### config.mk
export PLATFORM = sky130hd
export DESIGN_NAME = cpu16_bus_arbiter
export DESIGN_NICKNAME = d
export VERILOG_FILES = /design/src/rtl/cpu16_bus_arbiter.sv
export SDC_FILE = /design/constraint.sdc
export NUM_CORES = 1
export LEC_CHECK = 0
export ABC_AREA = 1
export BUFFER_PORTS_ARGS = -buffer_cell sky130_fd_sc_hd__buf_2
export CAP_MARGIN = 20
export CORE_ASPECT_RATIO = 1.75
export CORE_MARGIN = 8
export CORE_UTILIZATION = 36
export CTS_BUF_LIST = sky130_fd_sc_hd__clkbuf_2
export CTS_CLUSTER_DIAMETER = 200
export DETAILED_ROUTE_END_ITERATION = 12
export GPL_TIMING_DRIVEN = 0
export HOLD_SLACK_MARGIN = 0.12
export PLACE_DENSITY = 0.84
export SLEW_MARGIN = 20
export SYNTH_ARGS = -nofsm -noshare
export SYNTH_HDL_FRONTEND = slang
export SYNTH_SLANG_ARGS = --single-unit
### constraint.sdc
create_clock -name clk -period 1.9 [get_ports clk]
set_input_delay 0.285 -clock clk [delete_from_list [all_inputs] [get_ports clk]]
set_output_delay 0.285 -clock clk [all_outputs]
set_load 0.05 [all_outputs]
### src/rtl/cpu16_bus_arbiter.sv
// Shares the CPU16 RAM port between the core and one DMA master, stalling the core only at
// instruction boundaries via hold/busy, with bounded DMA bursts and a guaranteed CPU window.
module cpu16_bus_arbiter #(
    parameter int MAX_BURST      = 8,
    parameter int MIN_CPU_CYCLES = 4,
    parameter int RAM_WAIT       = 1
) (
    input  logic        clk,
    input  logic        reset,
    input  logic [15:0] cpu_address,
    input  logic [15:0] cpu_data_out,
    input  logic        cpu_write,
    input  logic        cpu_busy,
    output logic        cpu_hold,
    output logic [15:0] cpu_data_in,
    input  logic        dma_req,
    output logic        dma_gnt,
    input  logic [15:0] dma_address,
    input  logic [15:0] dma_wdata,
    input  logic        dma_we,
    output logic [15:0] dma_rdata,
    output logic        dma_rvalid,
    output logic [15:0] mem_address,
    output logic [15:0] mem_wdata,
    output logic        mem_write,
    input  logic [15:0] mem_rdata
);

    localparam int BW = $clog2(MAX_BURST + 1);
    localparam int CW = $clog2(MIN_CPU_CYCLES + 1);

    typedef enum logic [2:0] {
        S_CPU,
        S_HOLD,
        S_DMA,
        S_DRAIN,
        S_COOL
    } state_t;

    state_t        state_reg;
    logic [BW-1:0] burst_cnt_reg;
    logic [CW-1:0] cool_cnt_reg;
    logic          cpu_hold_reg;
    logic          rvalid_reg;

    logic dma_accept;
    logic dma_read_accept;
    logic burst_last;
    logic cool_last;

    assign dma_accept      = (state_reg == S_DMA) && dma_req;
    assign dma_read_accept = dma_accept && !dma_we;
    assign burst_last      = (burst_cnt_reg == BW'(MAX_BURST - 1));
    assign cool_last       = (cool_cnt_reg == CW'(MIN_CPU_CYCLES - 1));

    always_ff @(posedge clk) begin
        if (reset) begin
            state_reg     <= S_CPU;
            cpu_hold_reg  <= 1'b0;
            burst_cnt_reg <= '0;
            cool_cnt_reg  <= '0;
            rvalid_reg    <= 1'b0;
        end else begin
            rvalid_reg <= dma_read_accept;
            case (state_reg)
                S_CPU: begin
                    if (dma_req) begin
                        state_reg    <= S_HOLD;
                        cpu_hold_reg <= 1'b1;
                    end
                end
                S_HOLD: begin
                    // A busy core with no store pending is parked at an instruction boundary.
                    if (!dma_req) begin
                        state_reg    <= S_CPU;
                        cpu_hold_reg <= 1'b0;
                    end else if (cpu_busy && !cpu_write) begin
                        state_reg     <= S_DMA;
                        burst_cnt_reg <= '0;
                    end
                end
                S_DMA: begin
                    if (!dma_req || burst_last) begin
                        if (RAM_WAIT == 0) begin
                            state_reg    <= S_COOL;
                            cpu_hold_reg <= 1'b0;
                            cool_cnt_reg <= '0;
                        end else begin
                            state_reg <= S_DRAIN;
                        end
                    end else begin
                        burst_cnt_reg <= burst_cnt_reg + BW'(1);
                    end
                end
                S_DRAIN: begin
                    state_reg    <= S_COOL;
                    cpu_hold_reg <= 1'b0;
                    cool_cnt_reg <= '0;
                end
                S_COOL: begin
                    if (cool_last) begin
                        state_reg <= S_CPU;
                    end else begin
                        cool_cnt_reg <= cool_cnt_reg + CW'(1);
                    end
                end
                default: begin
                    state_reg    <= S_CPU;
                    cpu_hold_reg <= 1'b0;
                end
            endcase
        end
    end

    always_comb begin
        mem_address = cpu_address;
        mem_wdata   = cpu_data_out;
        mem_write   = cpu_write;
        case (state_reg)
            S_DMA: begin
                mem_address = dma_address;
                mem_wdata   = dma_wdata;
                mem_write   = dma_we && dma_req;
            end
            S_DRAIN: begin
                mem_address = dma_address;
                mem_wdata   = dma_wdata;
                mem_write   = 1'b0;
            end
            default: begin
                mem_address = cpu_address;
                mem_wdata   = cpu_data_out;
                mem_write   = cpu_write;
            end
        endcase
    end

    // With a zero-latency RAM the read data is already on mem_rdata in the accepting cycle.
    generate
        if (RAM_WAIT == 0) begin : g_rvalid_comb
            assign dma_rvalid = dma_read_accept;
        end else begin : g_rvalid_reg
            assign dma_rvalid = rvalid_reg;
        end
    endgenerate

    assign cpu_hold    = cpu_hold_reg;
    assign dma_gnt     = (state_reg == S_DMA);
    assign cpu_data_in = mem_rdata;
    assign dma_rdata   = mem_rdata;

endmodule

# --- Word level (Yosys, flattened, before mapping) ---
# Cells that the tools add are included.
totals:
  input_bits: 86
  ff_bits: 12
  out_inout_bits: 68
op_classes:
  n_eq_ne: 15
  muxes: 18
  n_bitwise: 1
  n_reduce_logical: 17
  add_sub_neg: 2
ops:
  columns: ["cell", "n"]
  rows:
  - ["16-bit two-way mux", 2]
  - ["3-bit two-way mux", 6]
  - ["3-bit one-hot mux with 5 select lines", 1]
  - ["2-bit inequality test (second input constant)", 7]
  - ["4-bit two-way mux", 3]
  - ["3-bit by 2-bit equality test with 1-bit output (second input constant)", 3]
  - ["4-bit one-hot mux with 2 select lines", 1]
  - ["4-bit AND reduction", 2]
  - ["3-bit one-hot mux with 2 select lines", 1]
  - ["4-bit by 1-bit adder with 4-bit output (second input constant)", 1]
  - ["4-bit by 3-bit equality test with 1-bit output (second input constant)", 1]
  - ["1-bit logical AND", 4]
  - ["2-bit nonzero test", 2]
  - ["2-bit OR reduction", 2]
  - ["3-bit by 1-bit adder with 3-bit output (second input constant)", 1]
  - ["3-bit by 1-bit equality test with 1-bit output (second input constant)", 1]
  - ["3-bit equality test (second input constant)", 1]
  - ["1-bit logical NOT", 3]
  - ["3-bit logical NOT", 1]
  - ["3-bit inequality test (second input constant)", 1]
  - ["1-bit one-hot mux with 3 select lines", 1]
  - ["3-bit AND reduction", 1]
  - ["1-bit two-way mux", 2]
  - ["2-bit by 1-bit inequality test with 1-bit output (second input constant)", 1]
  - ["4 further kinds", 4]

# --- Longest topological paths before layout ---
logic_depth:
  ltp_word: 5
  ltp_mapped: 9
  depth_no_buf: 9

# --- Worst setup path after synthesis ---
# Ideal clock, no wire load.
synth_path:
  kind: "register to output"
  startpoint: "register state_reg[2]"
  endpoint: "output port mem_write"
  required_ps: 1615
  path_stages_with_launch: 6
  slack_ps: -300
  arrival_ps: 1915
  path_cell_list: "dfxtp_1 inv_1 nand3_2 nand2_4 buf_6 o21ai_0"
synth_between:
  elab_chain_len: 2
synth_rtl:
  columns: ["item", "line", "rtl"]
  rows:
  - ["start, declared", "40", "state_t state_reg;"]
  - ["start signal, assigned", "58", "state_reg <= S_CPU;"]
  - ["start signal, assigned", "68", "state_reg <= S_HOLD;"]
  - ["start signal, assigned", "75", "state_reg <= S_CPU;"]
  - ["3-bit by 2-bit equality test with 1-bit output", "119", "case (state_reg)"]
  - ["1-bit one-hot mux with 2 select lines (*)", "119", null]
  - ["end, declared", "25", "output logic mem_write,"]
# Every way passes the cells marked *; elsewhere a longest branch is shown, timed or not.

# --- Worst setup path in the final report ---
layout_path:
  startpoint: "register state_reg[0]"
  endpoint: "output port mem_address[15]"
layout_between:
  elab_chain_len: 3
layout_rtl:
  columns: ["item", "line", "rtl"]
  rows:
  - ["3-bit by 2-bit equality test with 1-bit output", "119", null]
  - ["2-bit OR reduction (no line) (*)", null, null]
  - ["16-bit two-way mux (*)", "119", null]
  - ["end, declared", "23", "output logic [15:0] mem_address,"]
# Marked as above.

==> results.md <==
- Pwr/cell area: 1370 nW/µm²
- Startpoint types: register
- Placed instance count: 350
- Vias in the first global route: 1,839
- Xor and xnor area share after synthesis: 0
- Crit end category: output port
- Static Leakage: 0.00141 µW
- Yosys reg bits: 12
- Mux cell area share after synthesis: 0.334
- Synth-to-Final Area Change: 80.8%
- CTS root buffer: clkbuf_2
- Most frequent cells in the layout: buf_2, buf_4, mux2_4
- Worst-margin pin slew: 0.259 ns
- Pin count of the biggest net entering global routing: 11
- Mapped cell area: 1410 µm²
- Layout cells sized above 1: 0.717
- Setup Skew: 0.0173 ns
- Synth Area per Inst: ~8.5 µm²
- Largest family of logic cells by synthesized area: multiplexers
- CTS Buffer Depth: 2
- FP Rows: 30
- DPL Wire Length: 5160 µm
- Compound-Gate Fraction of Synth Area: 0.0498
- Final setup viols: 0
- Max cap viols: 0
- Gr usage total: 0.178
- Minimum clock period: 1.88 ns
- WL final: 6420 µm
- Synth Instances: 165
- Fill count: slightly above 300
- Power, Total: 3480 µW
- Antenna cells: 0
- Non-Filler Instances: 363
- Synth unique cells: 23
- CTS tree: built
- Setup TNS: 0 ns
- Height of the chip: ~99 µm
- Final worst-path cycle share: 0.991
- DR pass1 iterations: 4
- Peak Freq: 531 MHz
- Worst VDD drop: 0.000780 V
- Wire per inst: 17.7 µm
- Count of input and output buffers: 137
- Status: finished clean
- Total CTS buffers: 3
- WS Path Type: register to output port
- Final net count: slightly above 400
- Fraction of the yosys area taken by sequential cells: 0.171
- Clk Latency, worst-skew pair: just under 0.3 ns
- Max reg flops: 4
- GRT overflow: 0
- Die area: 6240 µm²
- H-tree depth: 1
- Syn Nets: 254
- Max-slew headroom: 0.827
- Core ar.: between 3000 and 4000 µm²
- Post-Synth Adder-Cell Area: 0.0267
- Max FO, Critical Path: 7
- Final ANT Viol Nets: 0
- Vias per cell: 4.79
- RSZ-0062 raised after global routing: yes
- Fin. Hold Viols: 0
- Synthesized-area fraction occupied by and/or/nand/nor cells: 0.190
- Clock sink total: 12
- Reg clk slew, reported paths: 0.11 ns
- Ports: between 150 and 200
- Final core utilization: 0.664
- Initial antenna violation count: 0
- First-pass GRT wire length: 9070 µm
- Data required time of the critical path: approximately 1.6 ns
- Pins Over Slew Limit: 0
- Most common cell after layout, fill and taps aside: buf_2
- Post-route DRC: 0
- Vias: between 1,500 and 2,000
- Initial Util: 0.367
- Die width: 63.2 µm
- Syn. warnings: 0
- HP Class: input port to register
- DRT iter0 DRCs: 54
- Worst EP arrival: 1.60 ns
- Placer Congestion: 0.855
## per-layer routing
layer | track usage | wire (µm) | vias up
li1 | - | - | 819
met1 | 0.154 | 2090 | 786
met2 | 0.361 | 3520 | 116
met3 | 0.0523 | 597 | 19
met4 | 0.0656 | 219 | 0
met5 | 0 | 0 | -
## cell type report
class | count | area [µm²] | share of cell area
clock inverter | 1 | 3.75 | 0.00148
sequential | 12 | 249 | 0.0979
inverter | 13 | 48.8 | 0.0192
tap | 48 | 60.1 | 0.0236
timing repair buffer | 147 | 1010 | 0.398
buffer | 34 | 280 | 0.110
multi-input combinational | 105 | 873 | 0.344
clock buffer | 3 | 15.0 | 0.00591
## worst paths after layout
kind,start,endpoint,slack (ns),cells past startpoint
worst max-delay path,state_reg[0],mem_address[15],0.02,6
worst min-delay path,dma_we,dma_rvalid,0.17,2
worst max register to register,cool_cnt_reg[0],cool_cnt_reg[2],0.48,7
worst min register to register,cool_cnt_reg[0],cool_cnt_reg[0],0.52,2
## critical path: stages, from the launching register on
cell and delay [ns]:
dfxtp_4 0.38, nor2_4 0.13, nand2_4 0.08, nand2_8 0.11, buf_4 0.13, mux2_2 0.34
buf_6 0.16
## cell usage after synthesis
master | count | area share
nor2_1 | 17 | 0.045
nand3b_1 | 2 | 0.011
ha_1 | 3 | 0.027
nor3_1 | 3 | 0.011
nand2_2 | 2 | 0.0089
nor3b_1 | 1 | 0.0053
nand3_1 | 11 | 0.039
o21ai_0 | 6 | 0.021
a21boi_0 | 1 | 0.0053
nand2_1 | 17 | 0.045
nand2_4 | 1 | 0.0080
nand3_2 | 1 | 0.0071
buf_6 | 3 | 0.024
mux2_4 | 29 | 0.31
nand4_1 | 1 | 0.0045
mux2_2 | 3 | 0.024
inv_2 | 1 | 0.0027
a21oi_1 | 5 | 0.018
buf_4 | 32 | 0.17
nor2_2 | 1 | 0.0045
o211ai_1 | 1 | 0.0053
dfxtp_1 | 12 | 0.17
inv_1 | 12 | 0.032
## report_power, final
| part | switching, µW | internal (µW) | leakage [µW] |
|---|---|---|---|
| clock network | 94.6 | 45.7 | 0.0000140 |
| logic | 1670 | 1290 | 0.00130 |
| registers | 63.8 | 315 | 0.0000995 |
| total | 1830 | 1650 | 0.00141 |
## cells by family after synthesis
| family | after synthesis |
|---|---|
| compound gates | 13 |
| fa+ha+maj | 3 |
| buf+inv | 48 |
| flops | 12 |
| mux | 32 |
| simple gates | 57 |
## through the flow
stage,hold slack [ns],setup slack (ns),cell area (µm²)
2_1_floorplan,0.354,0.0832,1410
3_3_place_gp,0.468,0.0974,2150
3_5_place_dp,0.471,0.0791,2150
4_1_cts,0.176,-0.0581,2450
5_1_grt,0.167,-0.0446,2540
6_report,0.174,0.0168,2540
## repair_timing
item	4_1_cts	5_1_grt
endpoints found under the setup margin	33	28
buffers inserted	7	2
pin swaps	2	2
resized for setup	65	25
hold buffers	0	0
gates cloned	1	1
hold endpoints to repair	0	0
No activity file was read; power rests on OpenSTA's default activity.
